### config.mk
export PLATFORM = sky130hd
export DESIGN_NAME = mc_controller
export DESIGN_NICKNAME = d
export VERILOG_FILES = /design/src/rtl/mc_controller.sv
export SDC_FILE = /design/constraint.sdc
export NUM_CORES = 1
export LEC_CHECK = 0
export ABC_CLOCK_PERIOD_IN_PS = 2200
export CAP_MARGIN = 20
export CELL_PAD_IN_SITES_DETAIL_PLACEMENT = 0
export CELL_PAD_IN_SITES_GLOBAL_PLACEMENT = 1
export CORE_AREA = 8 8 66 68
export CTS_CLUSTER_DIAMETER = 30
export DETAILED_ROUTE_END_ITERATION = 7
export DIE_AREA = 0 0 74 76
export PLACE_DENSITY = 0.77
export SKIP_CTS_REPAIR_TIMING = 1
export SLEW_MARGIN = 20
export SYNTH_ARGS = -nofsm -noshare
export SYNTH_HDL_FRONTEND = slang
export SYNTH_SLANG_ARGS = --single-unit
export TNS_END_PERCENT = 30
### constraint.sdc
create_clock -name clk -period 2.2 [get_ports clk]
set_input_delay 0.44 -clock clk [delete_from_list [all_inputs] [get_ports clk]]
set_output_delay 0.44 -clock clk [all_outputs]
set_load 0.005 [all_outputs]
### src/rtl/mc_controller.sv
// mc_controller: multicycle MIPS control unit (Moore FSM + ALU decode).
// Drives the multicycle datapath strobes from op/funct/zero. It can optionally
// wait on memory (mem_ready), supports the extended ISA (bne/andi/ori/slti/jal),
// and flags unsupported op/funct values.
// Parameters: MEM_WAIT     - FETCH/MEMRD/MEMWR hold until mem_ready
//             EXT_ISA      - bne/andi/ori/slti/jal are legal
//             TRAP_ILLEGAL - an illegal instruction parks the FSM in HALT
// Inputs : clk, reset (sync, active-high), op[5:0], funct[5:0], zero, mem_ready
// Outputs: pcen, memwrite, irwrite, regwrite, alusrca, iord, memtoreg[1:0],
//          regdst[1:0], alusrcb[1:0], extop, pcsrc[1:0], alucontrol[2:0],
//          illegal, halted
//
// state    | meaning
// FETCH    | read instruction at PC, PC <= PC+4
// DECODE   | branch target into ALUOut, dispatch on op
// MEMADR   | effective address = A + imm
// MEMRD    | data read at ALUOut
// MEMWB    | load data into rt
// MEMWR    | store B at ALUOut
// RTYPEEX  | A op B, op chosen by funct
// RTYPEWB  | ALUOut into rd
// BEQEX    | compare, branch on equal
// IEX      | A op imm
// IWB      | ALUOut into rt
// JEX      | jump
// BNEEX    | compare, branch on not equal
// JALEX    | jump and link PC+4 into r31
// HALT     | trapped on illegal instruction until reset
module mc_controller #(
  parameter bit MEM_WAIT     = 1'b0,
  parameter bit EXT_ISA      = 1'b1,
  parameter bit TRAP_ILLEGAL = 1'b0
) (
  input  logic       clk,
  input  logic       reset,
  input  logic [5:0] op,
  input  logic [5:0] funct,
  input  logic       zero,
  input  logic       mem_ready,
  output logic       pcen,
  output logic       memwrite,
  output logic       irwrite,
  output logic       regwrite,
  output logic       alusrca,
  output logic       iord,
  output logic [1:0] memtoreg,
  output logic [1:0] regdst,
  output logic [1:0] alusrcb,
  output logic       extop,
  output logic [1:0] pcsrc,
  output logic [2:0] alucontrol,
  output logic       illegal,
  output logic       halted
);

  typedef enum logic [3:0] {
    S_FETCH = 4'd0, S_DECODE = 4'd1, S_MEMADR = 4'd2, S_MEMRD = 4'd3,
    S_MEMWB = 4'd4, S_MEMWR = 4'd5, S_RTYPEEX = 4'd6, S_RTYPEWB = 4'd7,
    S_BEQEX = 4'd8, S_IEX = 4'd9, S_IWB = 4'd10, S_JEX = 4'd11,
    S_BNEEX = 4'd12, S_JALEX = 4'd13, S_HALT = 4'd14, S_UNUSED = 4'd15
  } state_t;

  localparam logic [5:0] OP_R    = 6'b000000;
  localparam logic [5:0] OP_J    = 6'b000010;
  localparam logic [5:0] OP_JAL  = 6'b000011;
  localparam logic [5:0] OP_BEQ  = 6'b000100;
  localparam logic [5:0] OP_BNE  = 6'b000101;
  localparam logic [5:0] OP_ADDI = 6'b001000;
  localparam logic [5:0] OP_SLTI = 6'b001010;
  localparam logic [5:0] OP_ANDI = 6'b001100;
  localparam logic [5:0] OP_ORI  = 6'b001101;
  localparam logic [5:0] OP_LW   = 6'b100011;
  localparam logic [5:0] OP_SW   = 6'b101011;

  localparam logic [5:0] FN_ADD = 6'b100000;
  localparam logic [5:0] FN_SUB = 6'b100010;
  localparam logic [5:0] FN_AND = 6'b100100;
  localparam logic [5:0] FN_OR  = 6'b100101;
  localparam logic [5:0] FN_SLT = 6'b101010;

  localparam logic [2:0] ALU_ADD = 3'b010;
  localparam logic [2:0] ALU_SUB = 3'b110;
  localparam logic [2:0] ALU_AND = 3'b000;
  localparam logic [2:0] ALU_OR  = 3'b001;
  localparam logic [2:0] ALU_SLT = 3'b111;

  localparam state_t S_ILLEGAL_NEXT = TRAP_ILLEGAL ? S_HALT : S_FETCH;

  state_t state_q, state_d;
  logic   pcwrite, br_eq, br_ne, op_bad, mem_ok;

  // With MEM_WAIT=0 every memory access completes in one cycle.
  assign mem_ok = ~MEM_WAIT | mem_ready;

  always_ff @(posedge clk) begin
    if (reset) state_q <= S_FETCH;
    else       state_q <= state_d;
  end

  always_comb begin
    state_d    = state_q;
    pcwrite    = 1'b0;
    br_eq      = 1'b0;
    br_ne      = 1'b0;
    op_bad     = 1'b0;
    memwrite   = 1'b0;
    irwrite    = 1'b0;
    regwrite   = 1'b0;
    alusrca    = 1'b0;
    iord       = 1'b0;
    memtoreg   = 2'b00;
    regdst     = 2'b00;
    alusrcb    = 2'b00;
    extop      = 1'b0;
    pcsrc      = 2'b00;
    alucontrol = ALU_ADD;
    illegal    = 1'b0;
    halted     = 1'b0;

    case (state_q)
      S_FETCH: begin
        alusrcb = 2'b01;
        if (mem_ok) begin
          irwrite = 1'b1;
          pcwrite = 1'b1;
          state_d = S_DECODE;
        end
      end
      S_DECODE: begin
        alusrcb = 2'b11;
        case (op)
          OP_LW, OP_SW: state_d = S_MEMADR;
          OP_R:         state_d = S_RTYPEEX;
          OP_BEQ:       state_d = S_BEQEX;
          OP_J:         state_d = S_JEX;
          OP_ADDI:      state_d = S_IEX;
          OP_BNE:       if (EXT_ISA) state_d = S_BNEEX; else op_bad = 1'b1;
          OP_JAL:       if (EXT_ISA) state_d = S_JALEX; else op_bad = 1'b1;
          OP_ANDI, OP_ORI, OP_SLTI:
                        if (EXT_ISA) state_d = S_IEX; else op_bad = 1'b1;
          default:      op_bad = 1'b1;
        endcase
        if (op_bad) begin
          illegal = 1'b1;
          state_d = S_ILLEGAL_NEXT;
        end
      end
      S_MEMADR: begin
        alusrca = 1'b1;
        alusrcb = 2'b10;
        state_d = (op == OP_SW) ? S_MEMWR : S_MEMRD;
      end
      S_MEMRD: begin
        iord = 1'b1;
        if (mem_ok) state_d = S_MEMWB;
      end
      S_MEMWB: begin
        regwrite = 1'b1;
        memtoreg = 2'b01;
        state_d  = S_FETCH;
      end
      S_MEMWR: begin
        iord     = 1'b1;
        memwrite = 1'b1;
        if (mem_ok) state_d = S_FETCH;
      end
      S_RTYPEEX: begin
        alusrca = 1'b1;
        state_d = S_RTYPEWB;
        case (funct)
          FN_ADD:  alucontrol = ALU_ADD;
          FN_SUB:  alucontrol = ALU_SUB;
          FN_AND:  alucontrol = ALU_AND;
          FN_OR:   alucontrol = ALU_OR;
          FN_SLT:  alucontrol = ALU_SLT;
          default: begin
            illegal = 1'b1;
            state_d = S_ILLEGAL_NEXT;
          end
        endcase
      end
      S_RTYPEWB: begin
        regwrite = 1'b1;
        regdst   = 2'b01;
        state_d  = S_FETCH;
      end
      S_BEQEX, S_BNEEX: begin
        alusrca    = 1'b1;
        alucontrol = ALU_SUB;
        pcsrc      = 2'b01;
        br_eq      = (state_q == S_BEQEX);
        br_ne      = (state_q == S_BNEEX);
        state_d    = S_FETCH;
      end
      S_IEX: begin
        alusrca = 1'b1;
        alusrcb = 2'b10;
        state_d = S_IWB;
        case (op)
          OP_ANDI: begin alucontrol = ALU_AND; extop = 1'b1; end
          OP_ORI:  begin alucontrol = ALU_OR;  extop = 1'b1; end
          OP_SLTI: alucontrol = ALU_SLT;
          default: alucontrol = ALU_ADD;
        endcase
      end
      S_IWB: begin
        regwrite = 1'b1;
        state_d  = S_FETCH;
      end
      S_JEX: begin
        pcwrite = 1'b1;
        pcsrc   = 2'b10;
        state_d = S_FETCH;
      end
      S_JALEX: begin
        pcwrite  = 1'b1;
        pcsrc    = 2'b10;
        regwrite = 1'b1;
        regdst   = 2'b10;
        memtoreg = 2'b10;
        state_d  = S_FETCH;
      end
      S_HALT: halted = 1'b1;
      default: state_d = S_FETCH;
    endcase

    pcen = pcwrite | (br_eq & zero) | (br_ne & ~zero);

    // Reset kills every strobe in the same cycle so an aborted store never writes.
    if (reset) begin
      pcen       = 1'b0;
      memwrite   = 1'b0;
      irwrite    = 1'b0;
      regwrite   = 1'b0;
      alusrca    = 1'b0;
      iord       = 1'b0;
      memtoreg   = 2'b00;
      regdst     = 2'b00;
      alusrcb    = 2'b00;
      extop      = 1'b0;
      pcsrc      = 2'b00;
      alucontrol = 3'b000;
      illegal    = 1'b0;
      halted     = 1'b0;
    end
  end

endmodule

# --- Yosys cells after proc, flatten, opt, wreduce, memory -nomap -nowiden ---
# Cells that the tools add are included.
totals:
  wordCells: 94
  ff_bits: 4
  output_inout_bits: 20
  in_bits: 16
op_classes:
  mux: 42
  bitwise_logic: 6
  reduce_logical: 15
  n_eq_ne: 30
op_table:
  columns: ["op", "n"]
  rows:
  - ["one-hot mux 4 bit (7 select lines)", 2]
  - ["== test 6 bit, second input constant", 7]
  - ["== test 4 bit, second input constant", 7]
  - ["== test 6 x 4 -> 1 bit, second input constant", 4]
  - ["2-to-1 mux 1 bit", 24]
  - ["one-hot mux 3 bit (3 select lines)", 2]
  - ["== test 4 x 3 -> 1 bit, second input constant", 4]
  - ["== test 6 x 2 -> 1 bit, second input constant", 2]
  - ["== test 6 x 3 -> 1 bit, second input constant", 2]
  - ["one-hot mux 2 bit (2 select lines)", 3]
  - ["one-hot mux 3 bit (4 select lines)", 1]
  - ["OR reduction 2 bit", 6]
  - ["OR reduction 11 bit", 1]
  - ["OR reduction 5 bit", 2]
  - ["2-to-1 mux 3 bit", 3]
  - ["inequality test 9 x 3 -> 1 bit, second input constant", 1]
  - ["== test 4 x 2 -> 1 bit, second input constant", 2]
  - ["2-to-1 mux 2 bit", 4]
  - ["OR reduction 4 bit", 2]
  - ["zero test 6 bit", 1]
  - ["one-hot mux 2 bit (3 select lines)", 1]
  - ["== test 4 x 1 -> 1 bit, second input constant", 1]
  - ["zero test 4 bit", 1]
  - ["2-to-1 mux 4 bit", 1]
  - ["other kinds (6)", 9]

# --- Depth between registers and ports, before layout ---
# Gate-level depths: netlist of run 1.
logic_depth:
  word_depth: 7
  ltp_mapped: 6
  ltp_nobuf: 4

# --- Least setup slack after synthesis of run 1 ---
# OpenSTA, ideal clock, no wires.
synth_path:
  kind: "flip-flop to output port"
  startpoint: "reg state_q[2]"
  endpoint: "out alucontrol[2]"
  slack_ps: -140
  arrival_time_ps: 1900
  path_buffers: 1
  stages_incl_launch_ff: 6
  required_time_ps: 1760
  cell_sequence: "dfxtp_1 buf_2 or3b_4 or4b_4 or3_1 a31oi_1"
synth_via:
  elab_chain_len: 4
  elab_cells_between_ends: 7
  classes_between: "eq/ne: 4; mux: 2; reduce/logical: 1"
synth_lines:
  columns: ["item", "line_no", "rtl"]
  rows:
  - ["from (decl)", "89", "state_t state_q, state_d;"]
  - ["from (signal assigned)", "97", "else state_q <= state_d;"]
  - ["== test 4 bit", "120", "case (state_q)"]
  - ["OR reduction 2 bit", "120", null]
  - ["one-hot mux 3 bit (3 select lines) (*)", "120", null]
  - ["2-to-1 mux 3 bit (*)", "230", "if (reset) begin"]
  - ["to (decl)", "51", "output logic [2:0] alucontrol,"]
# Every way passes the cells marked *; elsewhere a longest branch is shown, timed or not.

# --- Worst setup path after layout of run 1 ---
layout_path:
  startpoint: "reg state_q[1]"
  endpoint: "out alucontrol[2]"
# The elaborated chain is that of the path after synthesis.

==> results.txt, run 1 <==
----------------------------------------------------
[Clocking]
  Count of clock tree sinks ... 4
  H-Tree Level Count ... 1
  Clock transition at path regs ... 0.03 ns
  CTS root buffer ... clkbuf_4
  Buffer levels on the longest clock path ... 2
  Number of CTS-inserted buffers ... 3
  TritonCTS clock tree ... yes
  Skew-Pair Late Insertion Delay ... 0.24 ns

[Timing]
  Tcrit/Tclk final ... 1.172
  Setup TNS after final layout ... -1.032 ns
  Setup repair after global routing missed its margin ... true
  Hold_ws ... 0.6467 ns
  Relative max-transition margin ... 0.7708
  Final setup fails ... 8
  Fin Clk Skew ... 0.006549 ns
  Hold Vio Cnt, Final ... 0
  Worst-margin pin slew ... 0.3402 ns
  Setup slack after layout ... -0.3792 ns
  Min Clock Period, post-route ... 2.579 ns
  Final slew viol count ... 0
  F_max ... 387.7 MHz

[Floorplanning]
  Die Ht ... 76 um
  Area of the die ... 0.005624 mm2
  Die Span X ... 74 um
  Core box area ... 0.003441 mm2
  Starting density of the core ... 0.2207
  Total I/O pin count ... 36
  Placement Rows ... 22

[Routing]
  Drt wl/cell ... 12.76 um
  Initial detailed-routing violation count ... 54
  DR pass1 iterations ... 4
  DRC violations left ... 0
  Post-Route WL ... 2.909 mm
  Vias post-DR ... 1085
  Via density ... 4.759
  Number of nets still failing antenna checks after routing ... 0

[Place]
  Number of cells after detailed placement ... 224
  Worst slack after detailed placement ... -0.7924 ns
  DPL Wire Length ... 2.328 mm
  Final weighted congestion of routability-driven global placement ... 0.9415
  PortBufs ... 34

[Finish]
  Fraction of final layout cells sized beyond drive strength 1 ... 0.2889
  Area growth syn-to-layout ... 92.75%
  Largest registers ... state_q (4)
  Final std cells w/o fill ... 228
  Top reg by flops ... state_q
  Final cell utilization of the core ... 0.4255
  Number of flip-flops under the largest register name ... 4
  Antenna Cells ... 0
  Number of nets in the layout ... 198

[Run]
  Max-cap check violation count ... 0

[Synthesis]
  Simple-gate portion of the synthesized area ... 0.5404
  Area share of xor/xnor cells in the synthesized design ... 0.01153
  Portion of netlist area occupied by mux cells ... 0.02801
  Cell variety after synth ... 42
  Share of the synthesized area in compound gates (AO/OA/AOI/OAI) ... 0.2636
  Proportion of netlist area held by the largest area contributor ... 0.1087
  Top cell type by total area after synthesis ... nor2_1
  Number of instances in the synthesized netlist ... 121
  Post-synthesis share of cell area spent on full adders, half adders and majority gates ... 0
  Register area share after synthesis ... 0.1054
  Leading post-synthesis cells by cell area ... nor2_1 (11%), dfxtp_1 (11%), nand2b_1 (8.2%)
  Async set-or-reset flop fraction in the synthesized netlist ... 0
  Dominant combinational cell family by area after synthesis ... simple AND/OR/NAND/NOR gates
  Flops & latches, synth ... 4
  Dominant register cell in the synthesized netlist ... dfxtp_1
  Number of enable-type register cells in the synthesized netlist ... 0
  Yosys warning total ... 0
  Synth Net Count ... 137
  Synthesized area ... 759.5 um2
  Mean instance size in the synthesized netlist ... 6.277 um2

[Setup path]
  Worst endpoint data arrival time ... 2.14 ns
  Critical path startpoint category ... register
  CP startpoint ... state_q[1]$_SDFFE_PP0P_
  Kind of critical path ... reg2out
  Nature of the critical path endpoint ... primary output
  Data required time at the worst endpoint ... 1.76 ns
  Worst-path fanout max ... 2
  Start of the worst register-to-register path ... state_q[3]$_SDFFE_PP0P_

[Worst hold path]
  Hold path startpoint ... reset
  Path class of the lowest-slack min-delay path ... in2reg

[Power and ir drop]
  Worst VDD drop ... 0.08099 mV
  Leakage power ... 0.0006775 uW
  Power per unit of standard cell area ... 241.2 mW/mm2

[GRT]
  GRT Overall Usage ... 0.09728
  Global-route wire length before repair ... 4.650 mm
  Remaining Overflow, GRT ... 0
  Largest net degree at the start of global routing ... 19
  Vias in the first global route ... 1096
  Number of antenna violations at the first check in global routing ... 0

[Outcome]
  Violations in the final reports ... negative setup slack
  Run status ... finished with violations

----------------------------------------------------
path summary, 6_finish.rpt:
kind                              to  slack, ns  cells past startpoint
min reg2reg  state_q[2]$_SDFFE_PP0P_       0.74                      3
max reg2reg  state_q[2]$_SDFFE_PP0P_       0.52                      6
min          state_q[1]$_SDFFE_PP0P_       0.65                      3
max                    alucontrol[2]      -0.38                      5
synth_stat cells (all sizes together), types with 2 or more instances:
cell type	n
nor2	22
o211ai	3
or3	2
a31oi	4
a21o	2
nand2	8
and3	2
o21ai	4
clkbuf	7
nor2b	5
o31ai	2
a21oi	3
nand2b	10
nor3	12
nand4	3
buf	2
nor3b	3
dfxtp	4
area by class of cell:
cell class,count,area (um2)
Fill cell,367,1977
Multi-Input combinational cell,107,703.2
Timing Repair Buffer,65,593.1
Sequential cell,4,81.33
Tap cell,48,60.06
Clock buffer,3,22.52
Inverter,1,3.754
through the flow:
stage	cell area [um2]	total power [uW]
2_1_floorplan	767.0	149.3
3_3_place_gp	1351	247.0
3_5_place_dp	1351	250.5
4_1_cts	1374	344.5
5_1_grt	1464	371.3
6_report	1464	353.1
power breakdown:
group / leakage, uW / switching, uW / internal, uW
combinational: 0.000631 / 78.2 / 104
sequential: 0.0000328 / 1.16 / 75.8
clock: 0.0000138 / 32.8 / 61.2
total: 0.000678 / 112 / 241
cell usage in the layout, fill, tap and decap left out, drive strengths merged, types with 2 or more instances in the layout:
cell,netlist,final
o21ai,4,4
nand2b,10,10
nor2,22,22
nor3,12,12
nor3b,3,3
a21o,2,2
clkdlybuf4s50,0,20
o31ai,2,2
o211ai,3,3
and3,2,2
nor2b,5,5
a31oi,4,4
dlymetal6s2s,0,11
dfxtp,4,4
nand4,3,3
nand2,8,8
buf,2,34
clkbuf,7,3
or3,2,2
a21oi,3,3
cells by family after synthesis:
family / Yosys count
AO/OA/AOI/OAI: 28
XOR/XNOR: 1
buffers and inverters: 10
flip-flops: 4
multiplexers: 2
AND/OR/NAND/NOR: 76
layer usage:
layer,share of wire,up-vias,track usage
met1,0.44,489,0.1159
met5,0,-,0
met4,0.018,0,0.03600
li1,-,559,-
met3,0.056,6,0.01316
met2,0.49,31,0.1673
worst max-delay path, cell delays in order, from the launching register on:
cell and delay (ns):
dfxtp_1 0.30, or3b_4 0.40, or4b_4 0.50, or3_1 0.39
a31oi_1 0.17, buf_2 0.14
No activity file was read; power rests on OpenSTA's default activity.
==> run 2: changes to the inputs <==
- ABC_AREA: unset -> 1
- CORE_AREA: 8 8 66 68 -> 8 8 68 70
- DIE_AREA: 0 0 74 76 -> 0 0 76 78
- PLACE_DENSITY: 0.77 -> 0.79
- SETUP_SLACK_MARGIN: unset -> 0.15
==> run 2 against run 1 <==
Critical path depth increased by 2; clock skew decreased by 0.0015 ns; worst hold slack improved by 0.079 ns; first-iteration DRC count decreased by 17%; area after synthesis increased by 5.1%; core utilization increased by 3.2 points; the flow now finishes without violations; sequential power increased by 2%; sequential share of layout area increased by 0.068 points; total power decreased by 1.1%; largest power group unchanged; routed wire length increased by 2.1%; clock power decreased by 0.6%; via count increased by 12%.
==> results.txt, run 2 <==
----------------------------------------------------
[Outcome]
  Run status ... finished clean

[Timing]
  Fin Clk Skew ... 0.005049 ns
  Worst-margin pin slew ... 0.2390 ns
  Hold Vio Cnt, Final ... 0
  Setup slack after layout ... 0.07123 ns
  Final setup fails ... 0
  Hold_ws ... 0.7253 ns
  F_max ... 469.8 MHz
  Setup repair after global routing missed its margin ... true
  Min Clock Period, post-route ... 2.129 ns
  Tcrit/Tclk final ... 0.9676
  Final slew viol count ... 0
  Relative max-transition margin ... 0.8394

[Floorplanning]
  Core box area ... 0.003551 mm2
  Die Span X ... 76 um
  Placement Rows ... 22
  Area of the die ... 0.005928 mm2
  Die Ht ... 78 um
  Total I/O pin count ... 36
  Starting density of the core ... 0.2248

[Synthesis]
  Number of enable-type register cells in the synthesized netlist ... 0
  Most frequent cell after synthesis ... nand2_1
  Dominant register cell in the synthesized netlist ... dfxtp_1
  Proportion of netlist area held by the largest area contributor ... 0.1881
  Synth Net Count ... 181
  Leading post-synthesis cells by cell area ... nand2_1 (19%), nor2_1 (15%), inv_1 (14%)
  Register area share after synthesis ... 0.1003
  Flops & latches, synth ... 4
  Cell variety after synth ... 24
  Yosys warning total ... 0
  Mean instance size in the synthesized netlist ... 4.838 um2
  Number of instances in the synthesized netlist ... 165
  Async set-or-reset flop fraction in the synthesized netlist ... 0
  Top cell type by total area after synthesis ... nand2_1
  Synthesized area ... 798.3 um2
  Most instantiated cells after synthesis ... nand2_1 (40), nor2_1 (32), inv_1 (30), nand3_1 (21), a21oi_1 (7)

[Worst hold path]
  Path class of the lowest-slack min-delay path ... in2reg

[Power and ir drop]
  Switching Fraction ... 0.3568
  Power per unit of standard cell area ... 215.1 mW/mm2
  Combinational group share of total power ... 0.508
  Tot Pwr ... 349.3 uW
  Share of total power in the clock network ... 0.267
  Net Sw Power ... 124.6 uW
  Share of total power in sequential cells ... 0.225
  Leakage power ... 0.001119 uW
  Pint ... 224.6 uW
  Worst VDD drop ... 0.2351 mV

[Clocking]
  Number of CTS-inserted buffers ... 3
  TritonCTS clock tree ... yes
  Skew-Pair Late Insertion Delay ... 0.24 ns
  H-Tree Level Count ... 1
  Buffer levels on the longest clock path ... 2
  CTS root buffer ... clkbuf_4
  Clock transition at path regs ... 0.04 ns
  Count of clock tree sinks ... 4

[Routing]
  DRC violations left ... 0
  Via density ... 4.270
  Drt wl/cell ... 10.42 um
  Vias post-DR ... 1217
  Post-Route WL ... 2.969 mm
  DR pass1 iterations ... 4
  Number of nets still failing antenna checks after routing ... 0
  Initial detailed-routing violation count ... 45

[Run]
  Max-cap check violation count ... 0

[Finish]
  Leading cell type in the layout, fill and taps excluded ... nand2_1
  Number of fill cells in the layout ... 373
  Area growth syn-to-layout ... 103.4%
  Antenna Cells ... 0
  Number of flip-flops under the largest register name ... 4
  Final cell utilization of the core ... 0.4574
  Top library cells by usage in the layout, fill and taps aside ... nand2_1 (37), buf_4 (34), inv_1 (25)
  Final instance area ... 0.001624 mm2
  Fraction of final layout cells sized beyond drive strength 1 ... 0.3755
  Largest registers ... state_q (4)
  Number of nets in the layout ... 255
  Top reg by flops ... state_q

[GRT]
  Largest net degree at the start of global routing ... 11
  Number of antenna violations at the first check in global routing ... 0
  Remaining Overflow, GRT ... 0
  GRT Overall Usage ... 0.09593
  Vias in the first global route ... 1194
  Global-route wire length before repair ... 4.981 mm

[Setup path]
  Dominant delay contributor by cell family on the critical path ... buffers and inverters
  Worst-path fanout max ... 5
  Crit-path cells ... inv_2, nor2_2, buf_4, nand2_1, nor2_2, a31o_2, clkdlybuf4s50_1
  Kind of critical path ... reg2out
  CP dominant cell by count ... nor2_2
  Maximum single-stage delay on the critical path ... 0.49 ns
  Data required time at the worst endpoint ... 1.76 ns
  Worst endpoint data arrival time ... 1.69 ns
  Critical path startpoint category ... register
  Slowest stage cell on the critical path ... clkdlybuf4s50_1
  R2R setup slack ... 0.97 ns
  Nature of the critical path endpoint ... primary output
  Critical path buffer and inverter count ... 3

[Place]
  DPL Wire Length ... 2.318 mm
  Placement-stage cell area ... 0.001420 mm2
  Worst slack after detailed placement ... -0.4759 ns
  Final weighted congestion of routability-driven global placement ... 0.8301
  PortBufs ... 34

----------------------------------------------------
-- run 2: cell types whose count changed after synthesis, moves of 5 or more --
cell	before	now
nor3_1	12	3
clkbuf_1	7	0
nor2b_1	5	0
nand2_1	8	40
nand2b_1	10	0
nand3_1	1	21
nor2_1	22	32
inv_2	0	5
nor2_2	0	5
inv_1	1	30
-- run 2: final cells by class --
type / count / area, um2 / share of cell area
multi-input cells: 124 / 666.9 / 0.4106
repair buffers: 70 / 648.1 / 0.3991
inverters: 36 / 135.1 / 0.08321
flip-flops and latches: 4 / 91.34 / 0.05624
well taps: 48 / 60.06 / 0.03698
clock buffers: 3 / 22.52 / 0.01387
-- run 2: worst paths after layout --
check	cells past startpoint	startpoint	end
worst min register to register	4	state_q[2]$_SDFFE_PP0P_	state_q[3]$_SDFFE_PP0P_
worst max-delay path	7	state_q[2]$_SDFFE_PP0P_	iord
worst min-delay path	5	reset	state_q[3]$_SDFFE_PP0P_
worst max register to register	9	state_q[2]$_SDFFE_PP0P_	state_q[0]$_SDFFE_PP0P_
-- run 2: logic make-up (layout without fill, tap and decap cells) --
| kind of cell | after synthesis | count (layout) | share of synthesized area |
|---|---|---|---|
| AOI/OAI and AO/OA | 17 | 17 | 0.1348 |
| xor gates and xnor gates | 1 | 1 | 0.01097 |
| buffers and inverters | 37 | 109 | 0.1740 |
| DFF | 4 | 4 | 0.1003 |
| and+or+nand+nor | 106 | 106 | 0.5799 |
-- run 2: layer usage --
layer  part of all wire  routed length, um  up-vias  track usage
met5                  0                  0        -            0
met2               0.50               1490       21       0.1680
met4                  0                  0        0      0.01176
met3              0.043                128        0      0.03571
met1               0.45               1350      536       0.1109
li1                   -                  -      660            -
-- run 2: power groups by stage --
| stage | combinational (uW) | clock (uW) | sequential (uW) |
|---|---|---|---|
| after floorplan | 68.4 | 0 | 82.1 |
| after global placement | 169 | 0 | 81.1 |
| after detailed placement | 168 | 0 | 81.4 |
| after CTS | 169 | 100 | 80.2 |
| after global routing | 199 | 105 | 79.0 |
| final | 177 | 93.3 | 78.5 |
-- run 2: stage by stage --
step,cells,setup TNS (ns)
after CTS,279,-3.483
after global placement,276,-3.401
final,285,0
after floorplan,165,0
after detailed placement,276,-3.348
after global routing,285,-0.06666
-- run 2: tightest hold or removal path, delay by kind of cell --
kind,cells,cell delay (ns)
AND/OR/NAND/NOR,1,0.05
buffers and inverters,4,0.44
==> run 3: changes to the inputs <==
- CORE_AREA: 8 8 68 70 -> 8 8 67 69
- CTS_BUF_LIST: unset -> sky130_fd_sc_hd__clkbuf_4 sky130_fd_sc_hd__clkbuf_8
- DIE_AREA: 0 0 76 78 -> 0 0 75 77
- PLACE_DENSITY: 0.79 -> 0.81
==> run 3 against run 2 <==
Fmax decreased by 2.6%; total power is 1.1% higher; worst setup slack worse by 0.058 ns; global-route usage grew 0.20 points; worst hold slack better by 0.010 ns; core utilization rose by 0.90 points; critical path type is now in2out.
==> results.txt, run 3 (same netlist as run 2, synthesis figures left out) <==
----------------------------------------------------
[Floorplanning]
  Starting density of the core ... 0.2283
  Die Span X ... 75 um
  Core box area ... 0.003496 mm2
  Area of the die ... 0.005775 mm2
  Die Ht ... 77 um
  Placement Rows ... 22
  Total I/O pin count ... 36

[Place]
  Worst slack after detailed placement ... -0.5069 ns
  Final weighted congestion of routability-driven global placement ... 0.8778
  DPL Wire Length ... 2.429 mm
  Placement-stage cell area ... 0.001420 mm2
  PortBufs ... 34

[Timing]
  Final setup fails ... 0
  Worst-margin pin slew ... 0.2117 ns
  Relative max-transition margin ... 0.8586
  Min Clock Period, post-route ... 2.186 ns
  Setup repair after global routing missed its margin ... true
  Tcrit/Tclk final ... 0.9938
  Final slew viol count ... 0
  Setup TNS after final layout ... 0 ns
  Fin Clk Skew ... 0.0007682 ns
  Setup slack after layout ... 0.01372 ns
  F_max ... 457.4 MHz
  Hold Vio Cnt, Final ... 0

[Finish]
  Number of nets in the layout ... 257
  Fraction of final layout cells sized beyond drive strength 1 ... 0.4100
  Top reg by flops ... state_q
  Antenna Cells ... 0
  Final cell utilization of the core ... 0.4664
  Number of fill cells in the layout ... 380
  Leading cell type in the layout, fill and taps excluded ... buf_4
  Number of flip-flops under the largest register name ... 4
  Register area ... 86.33 um2
  Largest registers ... state_q (4)
  Area growth syn-to-layout ... 104.2%
  Footprint of the multi-input gates ... 699.4 um2
  Final instance area ... 0.001630 mm2
  Top library cells by usage in the layout, fill and taps aside ... buf_4 (38), nand2_1 (34), inv_1 (27)

[Clocking]
  Skew-Pair Late Insertion Delay ... 0.23 ns
  H-Tree Level Count ... 1
  Count of clock tree sinks ... 4
  TritonCTS clock tree ... yes
  Number of CTS-inserted buffers ... 3
  Clock transition at path regs ... 0.04 ns
  Buffer levels on the longest clock path ... 2
  CTS root buffer ... clkbuf_4

[Setup path]
  Critical path startpoint category ... primary input
  Nature of the critical path endpoint ... primary output
  Data required time at the worst endpoint ... 1.76 ns
  Kind of critical path ... in2out
  Worst-path fanout max ... 4
  Worst endpoint data arrival time ... 1.75 ns

[Run]
  Max-cap check violation count ... 0

[Routing]
  Number of nets still failing antenna checks after routing ... 0
  Drt wl/cell ... 10.79 um
  Vias post-DR ... 1237
  Initial detailed-routing violation count ... 22
  Post-Route WL ... 3.096 mm
  DR pass1 iterations ... 4
  DRC violations left ... 0
  Via density ... 4.310

[GRT]
  Remaining Overflow, GRT ... 0
  GRT Overall Usage ... 0.09789
  Largest net degree at the start of global routing ... 11
  Global-route wire length before repair ... 4.692 mm
  Number of antenna violations at the first check in global routing ... 0
  Vias in the first global route ... 1127

[Power and ir drop]
  Leakage power ... 0.001116 uW
  Power per unit of standard cell area ... 216.6 mW/mm2
  Worst VDD drop ... 0.1800 mV

[Worst hold path]
  Path class of the lowest-slack min-delay path ... reg2reg

[Outcome]
  Run status ... finished clean

----------------------------------------------------
## run 3: cell type report
type | count | share of cell area
Multi-Input combinational cell | 124 | 0.4290
Timing Repair Buffer | 72 | 0.3830
Inverter | 36 | 0.08442
Sequential cell | 4 | 0.05295
Tap cell | 48 | 0.03684
Clock buffer | 3 | 0.01381
## run 3: final timing paths
kind | startpoint | to | slack [ns] | depth (start not counted)
worst min-delay path | state_q[2]$_SDFFE_PP0P_ | state_q[3]$_SDFFE_PP0P_ | 0.74 | 4
worst max-delay path | reset | memwrite | 0.01 | 6
worst min register to register | state_q[2]$_SDFFE_PP0P_ | state_q[3]$_SDFFE_PP0P_ | 0.74 | 4
worst max register to register | state_q[3]$_SDFFE_PP0P_ | state_q[0]$_SDFFE_PP0P_ | 0.88 | 9
## run 3: routing by layer
layer,track usage,share of wire,vias to the layer above
li1,-,-,665
met1,0.1150,0.44,552
met2,0.1687,0.50,20
met3,0.01951,0.052,0
met4,0.02941,0,0
met5,0,0,-
## run 3: worst max-delay path: stages
cell and delay [ns]:
clkdlybuf4s50_1 0.44, inv_2 0.10, nand2_2 0.08, nor2_2 0.10
buf_4 0.11, clkdlybuf4s50_1 0.49
## run 3: report_power, final
group	switching [uW]	leakage (uW)	total (uW)	internal, uW
sequential	4.05	0.0000344	79.8	75.8
clock	27.2	0.0000138	88.1	60.8
combinational	94.5	0.00107	185	90.7
total	126	0.00112	353	227
## run 3: stage by stage
stage | hold WS, ns | total power [uW] | instances
after floorplan | 0.6032 | 150.6 | 165
after global placement | 0.7542 | 253.2 | 276
after detailed placement | 0.7346 | 252.0 | 276
after CTS | 0.7509 | 346.1 | 279
after global routing | 0.7783 | 377.2 | 287
final | 0.7357 | 353.2 | 287
